[src/rtl/hamming_tx_queue_if.sv]
// Encoder-to-UART queue bundle: codeword push side, transmitter launch side and status.
// The slave side belongs to the queue; the master side drives codewords and the transmitter busy flag.
interface hamming_tx_queue_if #(
    parameter int DEPTH  = 4,
    parameter int DATA_W = 7
) ();
    localparam int LW = $clog2(DEPTH) + 1;

    logic              ena;
    logic              in_valid;
    logic [DATA_W-1:0] in_data;
    logic              tx_busy;
    logic              clear_ovf;
    logic              tx_start;
    logic [DATA_W:0]   tx_data;
    logic [LW-1:0]     level;
    logic              empty;
    logic              full;
    logic              overflow;
    logic              tx_err;

    modport slave (
        input  ena, in_valid, in_data, tx_busy, clear_ovf,
        output tx_start, tx_data, level, empty, full, overflow, tx_err
    );

    modport master (
        output ena, in_valid, in_data, tx_busy, clear_ovf,
        input  tx_start, tx_data, level, empty, full, overflow, tx_err
    );
endinterface

[src/rtl/hamming_tx_queue.sv]
// Codeword FIFO feeding the UART: pushes land one edge later, tx_start follows on the next edge.
// Pushes while full are dropped (sticky overflow); a launch that never sees tx_busy is abandoned (sticky tx_err).
module hamming_tx_queue #(
    parameter int DEPTH        = 4,
    parameter int DATA_W       = 7,
    parameter int BUSY_TIMEOUT = 4
) (
    input  logic              clk,
    input  logic              rst_n,
    hamming_tx_queue_if.slave bus
);
    localparam int PW = $clog2(DEPTH);
    localparam int LW = PW + 1;
    localparam int CW = $clog2(BUSY_TIMEOUT + 1);

    localparam logic [1:0] S_IDLE      = 2'd0;
    localparam logic [1:0] S_LAUNCH    = 2'd1;
    localparam logic [1:0] S_WAIT_BUSY = 2'd2;
    localparam logic [1:0] S_WAIT_DONE = 2'd3;

    logic [DATA_W-1:0] mem_q [DEPTH];

    logic [1:0]      state_q, state_d;
    logic [PW-1:0]   wr_ptr_q, wr_ptr_d;
    logic [PW-1:0]   rd_ptr_q, rd_ptr_d;
    logic [LW-1:0]   level_q, level_d;
    logic            empty_q, empty_d;
    logic            full_q, full_d;
    logic            overflow_q, overflow_d;
    logic            tx_err_q, tx_err_d;
    logic            tx_start_q, tx_start_d;
    logic [DATA_W:0] tx_data_q, tx_data_d;
    logic [CW-1:0]   cnt_q, cnt_d;

    logic push;
    logic drop;
    logic pop;

    // full_q is the pre-edge value, so a pop in the same cycle does not make room for a push.
    assign push = bus.ena & bus.in_valid & ~full_q;
    assign drop = bus.ena & bus.in_valid & full_q;
    assign pop  = (state_q == S_LAUNCH);

    always_comb begin
        state_d    = state_q;
        tx_start_d = 1'b0;
        tx_data_d  = tx_data_q;
        cnt_d      = cnt_q;
        overflow_d = bus.clear_ovf ? 1'b0 : overflow_q;
        tx_err_d   = bus.clear_ovf ? 1'b0 : tx_err_q;
        if (drop) begin
            overflow_d = 1'b1;
        end

        case (state_q)
            S_IDLE: begin
                if (bus.ena && !empty_q && !bus.tx_busy) begin
                    state_d    = S_LAUNCH;
                    tx_start_d = 1'b1;
                    tx_data_d  = {1'b0, mem_q[rd_ptr_q]};
                end
            end
            S_LAUNCH: begin
                cnt_d   = '0;
                state_d = S_WAIT_BUSY;
            end
            S_WAIT_BUSY: begin
                if (bus.tx_busy) begin
                    state_d = S_WAIT_DONE;
                end else if (cnt_q == CW'(BUSY_TIMEOUT - 1)) begin
                    // The popped codeword is abandoned rather than retried.
                    tx_err_d = 1'b1;
                    state_d  = S_IDLE;
                end else begin
                    cnt_d = cnt_q + CW'(1);
                end
            end
            S_WAIT_DONE: begin
                if (!bus.tx_busy) begin
                    state_d = S_IDLE;
                end
            end
            default: state_d = S_IDLE;
        endcase

        wr_ptr_d = push ? wr_ptr_q + PW'(1) : wr_ptr_q;
        rd_ptr_d = pop ? rd_ptr_q + PW'(1) : rd_ptr_q;
        level_d  = level_q + LW'(push) - LW'(pop);
        empty_d  = (level_d == '0);
        full_d   = (level_d == LW'(DEPTH));
    end

    always_ff @(posedge clk or negedge rst_n) begin
        if (!rst_n) begin
            state_q    <= S_IDLE;
            wr_ptr_q   <= '0;
            rd_ptr_q   <= '0;
            level_q    <= '0;
            empty_q    <= 1'b1;
            full_q     <= 1'b0;
            overflow_q <= 1'b0;
            tx_err_q   <= 1'b0;
            tx_start_q <= 1'b0;
            tx_data_q  <= '0;
            cnt_q      <= '0;
        end else begin
            state_q    <= state_d;
            wr_ptr_q   <= wr_ptr_d;
            rd_ptr_q   <= rd_ptr_d;
            level_q    <= level_d;
            empty_q    <= empty_d;
            full_q     <= full_d;
            overflow_q <= overflow_d;
            tx_err_q   <= tx_err_d;
            tx_start_q <= tx_start_d;
            tx_data_q  <= tx_data_d;
            cnt_q      <= cnt_d;
        end
    end

    // Storage needs no reset: level and the pointers decide which entries are valid.
    always_ff @(posedge clk) begin
        if (push) begin
            mem_q[wr_ptr_q] <= bus.in_data;
        end
    end

    assign bus.tx_start = tx_start_q;
    assign bus.tx_data  = tx_data_q;
    assign bus.level    = level_q;
    assign bus.empty    = empty_q;
    assign bus.full     = full_q;
    assign bus.overflow = overflow_q;
    assign bus.tx_err   = tx_err_q;
endmodule

[src/flat_wrapper.sv]
// flat-port wrapper written by rule: the top's interface ports become plain ports
module hamming_tx_queue_flat 
#(
    parameter int DEPTH        = 4,
    parameter int DATA_W       = 7,
    parameter int BUSY_TIMEOUT = 4
)
  (clk, rst_n, bus_ena, bus_in_valid, bus_in_data, bus_tx_busy, bus_clear_ovf, bus_tx_start, bus_tx_data, bus_level, bus_empty, bus_full, bus_overflow, bus_tx_err);
  hamming_tx_queue_if #(.DEPTH(DEPTH), .DATA_W(DATA_W)) bus_i ();
  input  logic clk;
  input  logic rst_n;
  input wire logic [$bits(bus_i.ena)-1:0] bus_ena;
  input wire logic [$bits(bus_i.in_valid)-1:0] bus_in_valid;
  input wire logic [$bits(bus_i.in_data)-1:0] bus_in_data;
  input wire logic [$bits(bus_i.tx_busy)-1:0] bus_tx_busy;
  input wire logic [$bits(bus_i.clear_ovf)-1:0] bus_clear_ovf;
  output wire logic [$bits(bus_i.tx_start)-1:0] bus_tx_start;
  output wire logic [$bits(bus_i.tx_data)-1:0] bus_tx_data;
  output wire logic [$bits(bus_i.level)-1:0] bus_level;
  output wire logic [$bits(bus_i.empty)-1:0] bus_empty;
  output wire logic [$bits(bus_i.full)-1:0] bus_full;
  output wire logic [$bits(bus_i.overflow)-1:0] bus_overflow;
  output wire logic [$bits(bus_i.tx_err)-1:0] bus_tx_err;
  assign bus_i.ena = bus_ena;
  assign bus_i.in_valid = bus_in_valid;
  assign bus_i.in_data = bus_in_data;
  assign bus_i.tx_busy = bus_tx_busy;
  assign bus_i.clear_ovf = bus_clear_ovf;
  assign bus_tx_start = bus_i.tx_start;
  assign bus_tx_data = bus_i.tx_data;
  assign bus_level = bus_i.level;
  assign bus_empty = bus_i.empty;
  assign bus_full = bus_i.full;
  assign bus_overflow = bus_i.overflow;
  assign bus_tx_err = bus_i.tx_err;
  hamming_tx_queue #(.DEPTH(DEPTH), .DATA_W(DATA_W), .BUSY_TIMEOUT(BUSY_TIMEOUT)) u_core (.clk(clk), .rst_n(rst_n), .bus(bus_i));
endmodule
[config.mk]
export PLATFORM = sky130hd
export DESIGN_NAME = hamming_tx_queue_flat
export DESIGN_NICKNAME = d
export VERILOG_FILES = /design/src/rtl/hamming_tx_queue_if.sv /design/src/rtl/hamming_tx_queue.sv /design/src/flat_wrapper.sv
export SDC_FILE = /design/constraint.sdc
export NUM_CORES = 1
export LEC_CHECK = 0
export CAP_MARGIN = 20
export CORE_UTILIZATION = 62
export DETAILED_ROUTE_END_ITERATION = 8
export DONT_BUFFER_PORTS = 1
export PLACE_DENSITY = 0.74
export SLEW_MARGIN = 15
export SYNTH_ARGS = -nofsm -noshare
export SYNTH_HDL_FRONTEND = slang
export SYNTH_SLANG_ARGS = --single-unit
[constraint.sdc]
create_clock -name clk -period 3.9 [get_ports clk]
set_input_delay 0.975 -clock clk [delete_from_list [all_inputs] [get_ports clk]]
set_output_delay 0.975 -clock clk [all_outputs]
set_load 0.01 [all_outputs]
==> impl_metrics.ini, run 1 <==
[final_layout]
syn2layout_area_growth_pct = 4.88
ff_latch_area_um2 = 1440
layout_commonest_cell = edfxtp_1
drive_above_1_share = 0.191
fill_cells = 224
multi_input_area_um2 = 618
finalNetCount = 152
antennaDiodeCount = 0
most-common-layout-cells = 28 x edfxtp_1, 23 x dfrtp_1, 10 x inv_1

[logic_synthesis]
syn-instance-count = 128
ys_seq_area_frac = 0.677
syn-num-nets = 150
synth.cell_area_um2 = 2130
synth_edf_count = 28
synth_flop_cell = edfxtp_1
ys_seq_elements = 52
async_flop_share = 0.462
syn_avg_cell_area_um2 = 16.6
ys_warn_count = 0
ys_types = 31

[place]
pre_cts_slack_ns = 1.34
place.detailed.hpwl_um = 2100
gp_congestion = 0.757
io_buffer_count = 0

[global_routing]
grt_first_pass_wirelength_um = 4660
grt.overflow.total = 0
antenna_found_initial = 0
grt_max_degree = 25
grt_usage = 0.191
grt_pass1_vias = 996

[sta]
slew_headroom = 0.565
tightest_slew_ns = 0.647
timing.final.hold_violations = 0
timing.final.ws_setup_ns = 1.63
min_period_over_period = 0.582
setup_viol_count_final = 0
finalMaxSlewViolations = 0
clock.fmax_mhz = 441
finalCriticalPeriod_ns = 2.27
clock-skew-final_ns = 0.00861
rsz0062_at_grt = false
fin_setup_tns_ns = 0

[clock_network]
insertion_delay_ns = 0.36
cts.reportedPaths.clkPinSlew_ns = 0.14
ctsHoldBuffers = 0
cts_num_sinks = 52
cts_resized = 0
numCtsBuffers = 5
clockBufferDepth = 2
cts-root-buf = clkbuf_4
postCtsSetupBuffers = 0
cts_tree = done
htree_levels = 2

[power_and_ir_drop]
p_leak_nw = 0.871
powerDensity_nw_per_um2 = 704
vdd_drop_max_v = 0.000554

[route]
drc = 0
vias_per_cell = 5.67
drt_iter0_markers = 38
routed_wl_um = 2940
vias = 992
drtAntennaViolNets = 0
drtPass1Iterations = 4
drt-wirelength-per-cell_um = 16.8

[worst_setup_path]
r2r_slack_ns = 1.63
cpPeakStageDelay_ns = 0.55
crit_top_cell = inv_1
worstReg2RegStart = u_core.state_q[1]
critPathArrivalTime_ns = 2.55
rr_worst_depth = 9
path_delay_family = adder cells
crit_required_ns = 4.18
worstPathMaxFanout = 9
start_kind = flip-flop
endpoint_kind = flip-flop
path_class = reg2reg
crit_chain = nand2b_1 -> inv_1 -> ha_1 -> inv_1 -> ha_1 -> inv_1 -> fa_1 -> xnor2_1 -> nor3b_1
slowest_stage = dfrtp_1
path_buf_inv = 3
r2r-end = u_core.bus.full

[floorplan]
start_util = 0.675
die_h_um = 60.6
ios = 29
dieArea_um2 = 3670
num_rows = 20
core_area_um2 = 3150
die_w_um = 60.6

[hold_path]
hold_path.class = in2async

[status]
status = finished clean

[job]
cap_violations = 0
stage by stage:
stage               power, W  std cells  area [µm²]  hold WS [ns]  utilization
finish               0.00157        175        2230         0.280        0.708
CTS                  0.00159        175        2230         0.269        0.708
floorplan            0.00122        128        2130         0.497            -
global route         0.00168        175        2230         0.244        0.708
detailed placement   0.00131        167        2150         0.532        0.683
global placement     0.00127        167        2150         0.518        0.683
logic make-up after synthesis:
| kind of cell | share of synthesized area |
|---|---|
| flops | 0.677 |
| simple gates | 0.0558 |
| other cells | 0.00176 |
| compound gates | 0.0394 |
| fa+ha+maj | 0.0564 |
| xor+xnor | 0.0206 |
| mux | 0.116 |
| buf+inv | 0.0323 |
cell type report:
cell class              instances  area share
well taps                      44      0.0246
flip-flops and latches         52       0.646
inverters                      10      0.0168
clock buffers                   5      0.0168
clock inverters                 3      0.0190
multi-input cells              61       0.277
Yosys cell counts, types with 2 or more instances:
master / number / area, µm²
a22o_1: 5 / 43.8
and2_1: 4 / 25.0
dfrtp_1: 23 / 576
edfxtp_1: 28 / 841
ha_1: 8 / 100
inv_1: 10 / 37.5
mux2_2: 8 / 90.1
mux4_2: 7 / 158
nand2_1: 4 / 15.0
nand2b_1: 2 / 12.5
nor2_1: 4 / 15.0
o21ai_0: 2 / 10.0
xnor2_1: 5 / 43.8
worst max path at each step:
stage | depth (start not counted) | from | end
final | 9 | u_core.state_q[1] | u_core.bus.full
after global routing | 9 | u_core.state_q[1] | u_core.bus.full
after CTS | 9 | u_core.state_q[1] | u_core.bus.full
after detailed placement | 7 | bus_ena | u_core.bus.full
after global placement | 7 | bus_ena | u_core.bus.full
after floorplan | 7 | bus_ena | u_core.bus.full
metal layers:
metal  share of wire  routed length, µm  track usage
met1            0.44               1300        0.235
met2            0.47               1390        0.308
met3           0.067                197       0.0725
met4           0.016                 48       0.0779
met5               0                  0            0
where the power goes:
| group | switching (W) | internal (W) |
|---|---|---|
| combinational | 0.000161 | 0.000227 |
| sequential | 0.000172 | 0.000722 |
| clock | 0.000157 | 0.000134 |
| total | 0.000489 | 0.00108 |
state kept, by name (all words and copies together), names as in the netlist:
| signal | count |
|---|---|
| u_core.bus.empty | 1 |
| u_core.bus.tx_err | 1 |
| u_core.cnt_q | 3 |
| u_core.state_q | 2 |
| u_core.bus.tx_data | 7 |
| u_core.bus.full | 1 |
| u_core.wr_ptr_q | 2 |
| u_core.bus.level | 3 |
| u_core.bus.overflow | 1 |
| u_core.mem_q | 28 |
| u_core.bus.tx_start | 1 |
| u_core.rd_ptr_q | 2 |
No activity file was read; power rests on OpenSTA's default activity.
==> inputs of run 2 (changes only) <==
--- a/config.mk
+++ b/config.mk
@@ -6,10 +6,10 @@
 export NUM_CORES = 1
 export LEC_CHECK = 0
 export CAP_MARGIN = 20
-export CORE_UTILIZATION = 62
+export CORE_UTILIZATION = 61
 export DETAILED_ROUTE_END_ITERATION = 8
 export DONT_BUFFER_PORTS = 1
-export PLACE_DENSITY = 0.74
+export PLACE_DENSITY = 0.73
 export SLEW_MARGIN = 15
 export SYNTH_ARGS = -nofsm -noshare
 export SYNTH_HDL_FRONTEND = slang
==> constraint.sdc (replaced) <==
create_clock -name clk -period 2.3 [get_ports clk]
set_input_delay 0.575 -clock clk [delete_from_list [all_inputs] [get_ports clk]]
set_output_delay 0.575 -clock clk [all_outputs]
set_load 0.01 [all_outputs]
==> run 2 against run 1 <==
Register-to-register slack worse by 1.3 ns. Setup slack worse by 1.3 ns. Clock power is 77% higher. Maximum frequency is 13% higher. Count of clock-buffer cells in the layout stayed put. Total power is 73% higher. First-iteration DRC count is 7.9% lower. Sequential share of layout area is 1.3 points lower. Combinational power is 86% higher. Critical path type unchanged. Critical endpoint unchanged.
==> impl_metrics.ini, run 2 (synthesized netlist as in run 1, its figures left out) <==
[worst_setup_path]
path_class = reg2reg
endpoint_kind = flip-flop
crit_required_ns = 2.60
crit_top_cell = inv_1
crit_chain = nand2b_1 -> inv_1 -> ha_1 -> inv_1 -> ha_1 -> inv_1 -> fa_1 -> xnor2_1 -> nor3b_1
critPathArrivalTime_ns = 2.30
worstPathMaxFanout = 3
start_kind = flip-flop
slowest_stage = dfrtp_1
cpPeakStageDelay_ns = 0.40

[global_routing]
grt_max_degree = 24
grt_usage = 0.201
grt.overflow.total = 0
grt_pass1_vias = 1073
antenna_found_initial = 0
grt_first_pass_wirelength_um = 4930

[clock_network]
cts-root-buf = clkbuf_4
cts.reportedPaths.clkPinSlew_ns = 0.15
cts_resized = 0
numCtsBuffers = 5
insertion_delay_ns = 0.37
htree_levels = 2
cts_num_sinks = 52
ctsHoldBuffers = 1
clockBufferDepth = 2
cts_tree = done
postCtsSetupBuffers = 0

[place]
pre_cts_slack_ns = 0.314
placed_cell_area_um2 = 2180
gp_congestion = 0.663
io_buffer_count = 0
place.detailed.hpwl_um = 2160

[power_and_ir_drop]
vdd_drop_max_v = 0.000618
p_leak_nw = 0.896
powerDensity_nw_per_um2 = 1190

[route]
drt-wirelength-per-cell_um = 17.3
drtPass1Iterations = 4
drt_iter0_markers = 35
drtAntennaViolNets = 0
vias_per_cell = 5.56
vias = 1012
routed_wl_um = 3140
drc = 0

[job]
cap_violations = 0

[floorplan]
ios = 29
core_area_um2 = 3340
num_rows = 21
start_util = 0.638
dieArea_um2 = 3730
die_w_um = 61.1
die_h_um = 61.1

[sta]
hold_slack_ns = 0.151
tightest_slew_ns = 0.630
finalMaxSlewViolations = 0
slew_headroom = 0.577
fin_setup_tns_ns = 0
setup_viol_count_final = 0
clock-skew-final_ns = 0.00904
rsz0062_at_grt = false
finalCriticalPeriod_ns = 2.01
timing.final.ws_setup_ns = 0.293
timing.final.hold_violations = 0
clock.fmax_mhz = 498
min_period_over_period = 0.873

[final_layout]
ff_latch_area_um2 = 1440
drive_above_1_share = 0.221
fill_cells = 252
most-common-layout-cells = 28 x edfxtp_1, 23 x dfrtp_1, 10 x inv_1
multi_input_area_um2 = 618
largest_register_ffs = 28
largest_register = u_core.mem_q
antennaDiodeCount = 0
syn2layout_area_growth_pct = 6.99
layout_commonest_cell = edfxtp_1
finalNetCount = 157
utilization = 0.683
stdcell_area_um2 = 2280

[hold_path]
hold_path.class = in2async

[status]
status = finished clean
[run 2: worst max-delay path: cells and delay by family, from the launching register on]
family,cells,cell delay (ns)
flip-flops,1,0.40
adder cells (fa/ha/maj),3,0.72
AND/OR/NAND/NOR,2,0.39
buffers and inverters,3,0.19
XOR/XNOR,1,0.23
[run 2: path summary, 6_finish.rpt]
path / from / to / slack (ns) / cells after the start
worst min-delay path: rst_n / u_core.bus.overflow / 0.15 / 1
min in group clk: bus_clear_ovf / u_core.bus.tx_err / 0.27 / 1
max in group asynchronous: rst_n / u_core.bus.empty / 1.71 / 1
worst max register to register: u_core.state_q[1] / u_core.bus.full / 0.29 / 9
worst max-delay path: u_core.state_q[1] / u_core.bus.full / 0.29 / 9
worst min register to register: u_core.cnt_q[1] / u_core.cnt_q[1] / 0.57 / 1
[run 2: through the flow]
stage	total power [W]	cells
2_1_floorplan	0.00207	128
3_3_place_gp	0.00218	172
3_5_place_dp	0.00223	172
4_1_cts	0.00276	181
5_1_grt	0.00292	182
6_report	0.00272	182
[run 2: where the power goes]
part	leakage, nW	total [W]	internal (W)	switching (W)
clock network	0.0454	0.000515	0.000233	0.000283
registers	0.549	0.00148	0.00122	0.000259
logic	0.302	0.000723	0.000405	0.000317
total	0.896	0.00272	0.00186	0.000859
[run 2: layout make-up]
type,instances,area share
Clock buffer,5,0.0165
Multi-Input combinational cell,61,0.271
Timing Repair Buffer,5,0.0165
Clock inverter,3,0.0209
Sequential cell,52,0.633
Inverter,10,0.0165
Tap cell,46,0.0253
[run 2: per-layer routing]
layer  global-route usage  share of wire
met3               0.0756          0.062
met1                0.224           0.38
met5                    0              0
met2                0.349           0.54
met4               0.0779          0.017
==> inputs of run 3 (changes only) <==
--- a/config.mk
+++ b/config.mk
@@ -9,8 +9,9 @@
 export CORE_UTILIZATION = 61
 export DETAILED_ROUTE_END_ITERATION = 8
 export DONT_BUFFER_PORTS = 1
-export PLACE_DENSITY = 0.73
+export PLACE_DENSITY = 0.81
 export SLEW_MARGIN = 15
 export SYNTH_ARGS = -nofsm -noshare
 export SYNTH_HDL_FRONTEND = slang
 export SYNTH_SLANG_ARGS = --single-unit
+export TNS_END_PERCENT = 20
==> run 3 against run 2 <==
Global-route usage down 0.97 points. Critical path type unchanged. Cell count up 0.55%. Largest power group unchanged. Clock skew up 0.0057 ns. First-iteration DRC count up 14%. Largest cell class unchanged.
==> impl_metrics.ini, run 3 (synthesized netlist as in run 1, its figures left out) <==
[worst_setup_path]
path_class = reg2reg
rr_worst_depth = 9
r2r_slack_ns = 0.23
r2r-end = u_core.bus.full
worstPathMaxFanout = 3
start_kind = flip-flop
endpoint_kind = flip-flop
worstReg2RegStart = u_core.state_q[1]
critPathArrivalTime_ns = 2.35
crit_required_ns = 2.58

[route]
drtAntennaViolNets = 0
drt_iter0_markers = 40
routed_wl_um = 3080
vias = 1044
vias_per_cell = 5.70
drc = 0
drt-wirelength-per-cell_um = 16.8
drtPass1Iterations = 4

[floorplan]
ios = 29
die_h_um = 61.1
die_w_um = 61.1
core_area_um2 = 3340
start_util = 0.638
num_rows = 21
dieArea_um2 = 3730

[power_and_ir_drop]
p_leak_nw = 0.885
seqPwrFrac = 0.571
powerDensity_nw_per_um2 = 1140
p_int_w = 0.00176
vdd_drop_max_v = 0.000598
finalPower_w = 0.00259
combPwrFrac = 0.284
clockPowerShare = 0.144
p_sw_w = 0.000837
p_sw_frac = 0.323

[global_routing]
grt_max_degree = 24
grt.overflow.total = 0
antenna_found_initial = 0
grt_usage = 0.191
grt_pass1_vias = 1063
grt_first_pass_wirelength_um = 4750

[final_layout]
syn2layout_area_growth_pct = 6.40
largest_register = u_core.mem_q
fin_cells = 183
drive_above_1_share = 0.204
layout_commonest_cell = edfxtp_1
utilization = 0.679
antennaDiodeCount = 0
largest_register_ffs = 28
most-common-layout-cells = 28 x edfxtp_1, 23 x dfrtp_1, 10 x inv_1
finalNetCount = 158

[hold_path]
hold_start = bus_clear_ovf
hold_path.class = in2reg
whs_path_depth = 1
hold_path_end = u_core.bus.tx_err

[place]
place.detailed.hpwl_um = 2140
io_buffer_count = 0
gp_congestion = 0.655
dpl.cell_count = 172

[sta]
min_period_over_period = 0.901
tightest_slew_ns = 0.657
finalCriticalPeriod_ns = 2.07
timing.final.hold_violations = 0
finalMaxSlewViolations = 0
fin_setup_tns_ns = 0
clock.fmax_mhz = 483
slew_headroom = 0.558
clock-skew-final_ns = 0.0147
rsz0062_at_grt = false
setup_viol_count_final = 0

[clock_network]
cts.reportedPaths.clkPinSlew_ns = 0.13
postCtsSetupBuffers = 0
numCtsBuffers = 5
cts-root-buf = clkbuf_4
insertion_delay_ns = 0.36
cts_num_sinks = 52
clockBufferDepth = 2
htree_levels = 2
cts_tree = done

[status]
status = finished clean

[job]
cap_violations = 0
-- run 3: routing by layer --
metal | vias up | GRT usage | routed length (µm) | part of all wire
li1 | 477 | - | - | -
met1 | 525 | 0.213 | 1200 | 0.39
met2 | 37 | 0.329 | 1640 | 0.53
met3 | 5 | 0.0651 | 176 | 0.057
met4 | 0 | 0.0942 | 65 | 0.021
met5 | - | 0 | 0 | 0
-- run 3: final cells by class --
cell class | count | area [µm²]
sequential | 52 | 1440
fill | 249 | 1070
multi-input combinational | 61 | 618
timing repair buffer | 6 | 57.6
tap | 46 | 57.6
clock buffer | 6 | 41.3
inverter | 10 | 37.5
clock inverter | 2 | 11.3
-- run 3: worst max-delay path, stage by stage (launching register included) --
cell	delay, ns
dfrtp_1	0.41
nand2b_1	0.19
inv_1	0.09
ha_1	0.22
inv_1	0.06
ha_1	0.13
inv_1	0.05
fa_1	0.37
xnor2_1	0.24
nor3b_1	0.23
-- run 3: repair_timing --
action | in CTS | in global routing
endpoints found under the hold margin | 23 | 1
hold buffers | 1 | 1
resized for setup | 0 | 0
-- run 3: through the flow --
| step | worst slack [ns] | instance area, µm² | hold slack [ns] |
|---|---|---|---|
| after global routing | 0.0840 | 2270 | 0.254 |
| after floorplan | 0.158 | 2130 | 0.279 |
| after detailed placement | 0.250 | 2180 | 0.280 |
| final | 0.228 | 2270 | 0.282 |
| after CTS | 0.226 | 2240 | 0.0113 |
| after global placement | 0.379 | 2180 | 0.280 |
-- run 3: power groups by stage --
stage	registers [W]	logic (W)	clock network [W]
floorplan	0.00140	0.000676	0
global placement	0.00149	0.000682	0
detailed placement	0.00151	0.000733	0
CTS	0.00149	0.000747	0.000390
global route	0.00153	0.000822	0.000425
finish	0.00148	0.000737	0.000374
-- run 3: worst max path at each step --
stage / from / to / slack [ns] / cells after the start
finish: u_core.state_q[1] / u_core.bus.full / 0.23 / 9
global route: u_core.state_q[1] / u_core.bus.full / 0.08 / 9
CTS: u_core.state_q[1] / u_core.bus.full / 0.23 / 9
detailed placement: u_core.state_q[1] / u_core.bus.full / 0.25 / 9
global placement: u_core.state_q[1] / u_core.bus.full / 0.38 / 9
floorplan: u_core.state_q[0] / u_core.bus.full / 0.16 / 10
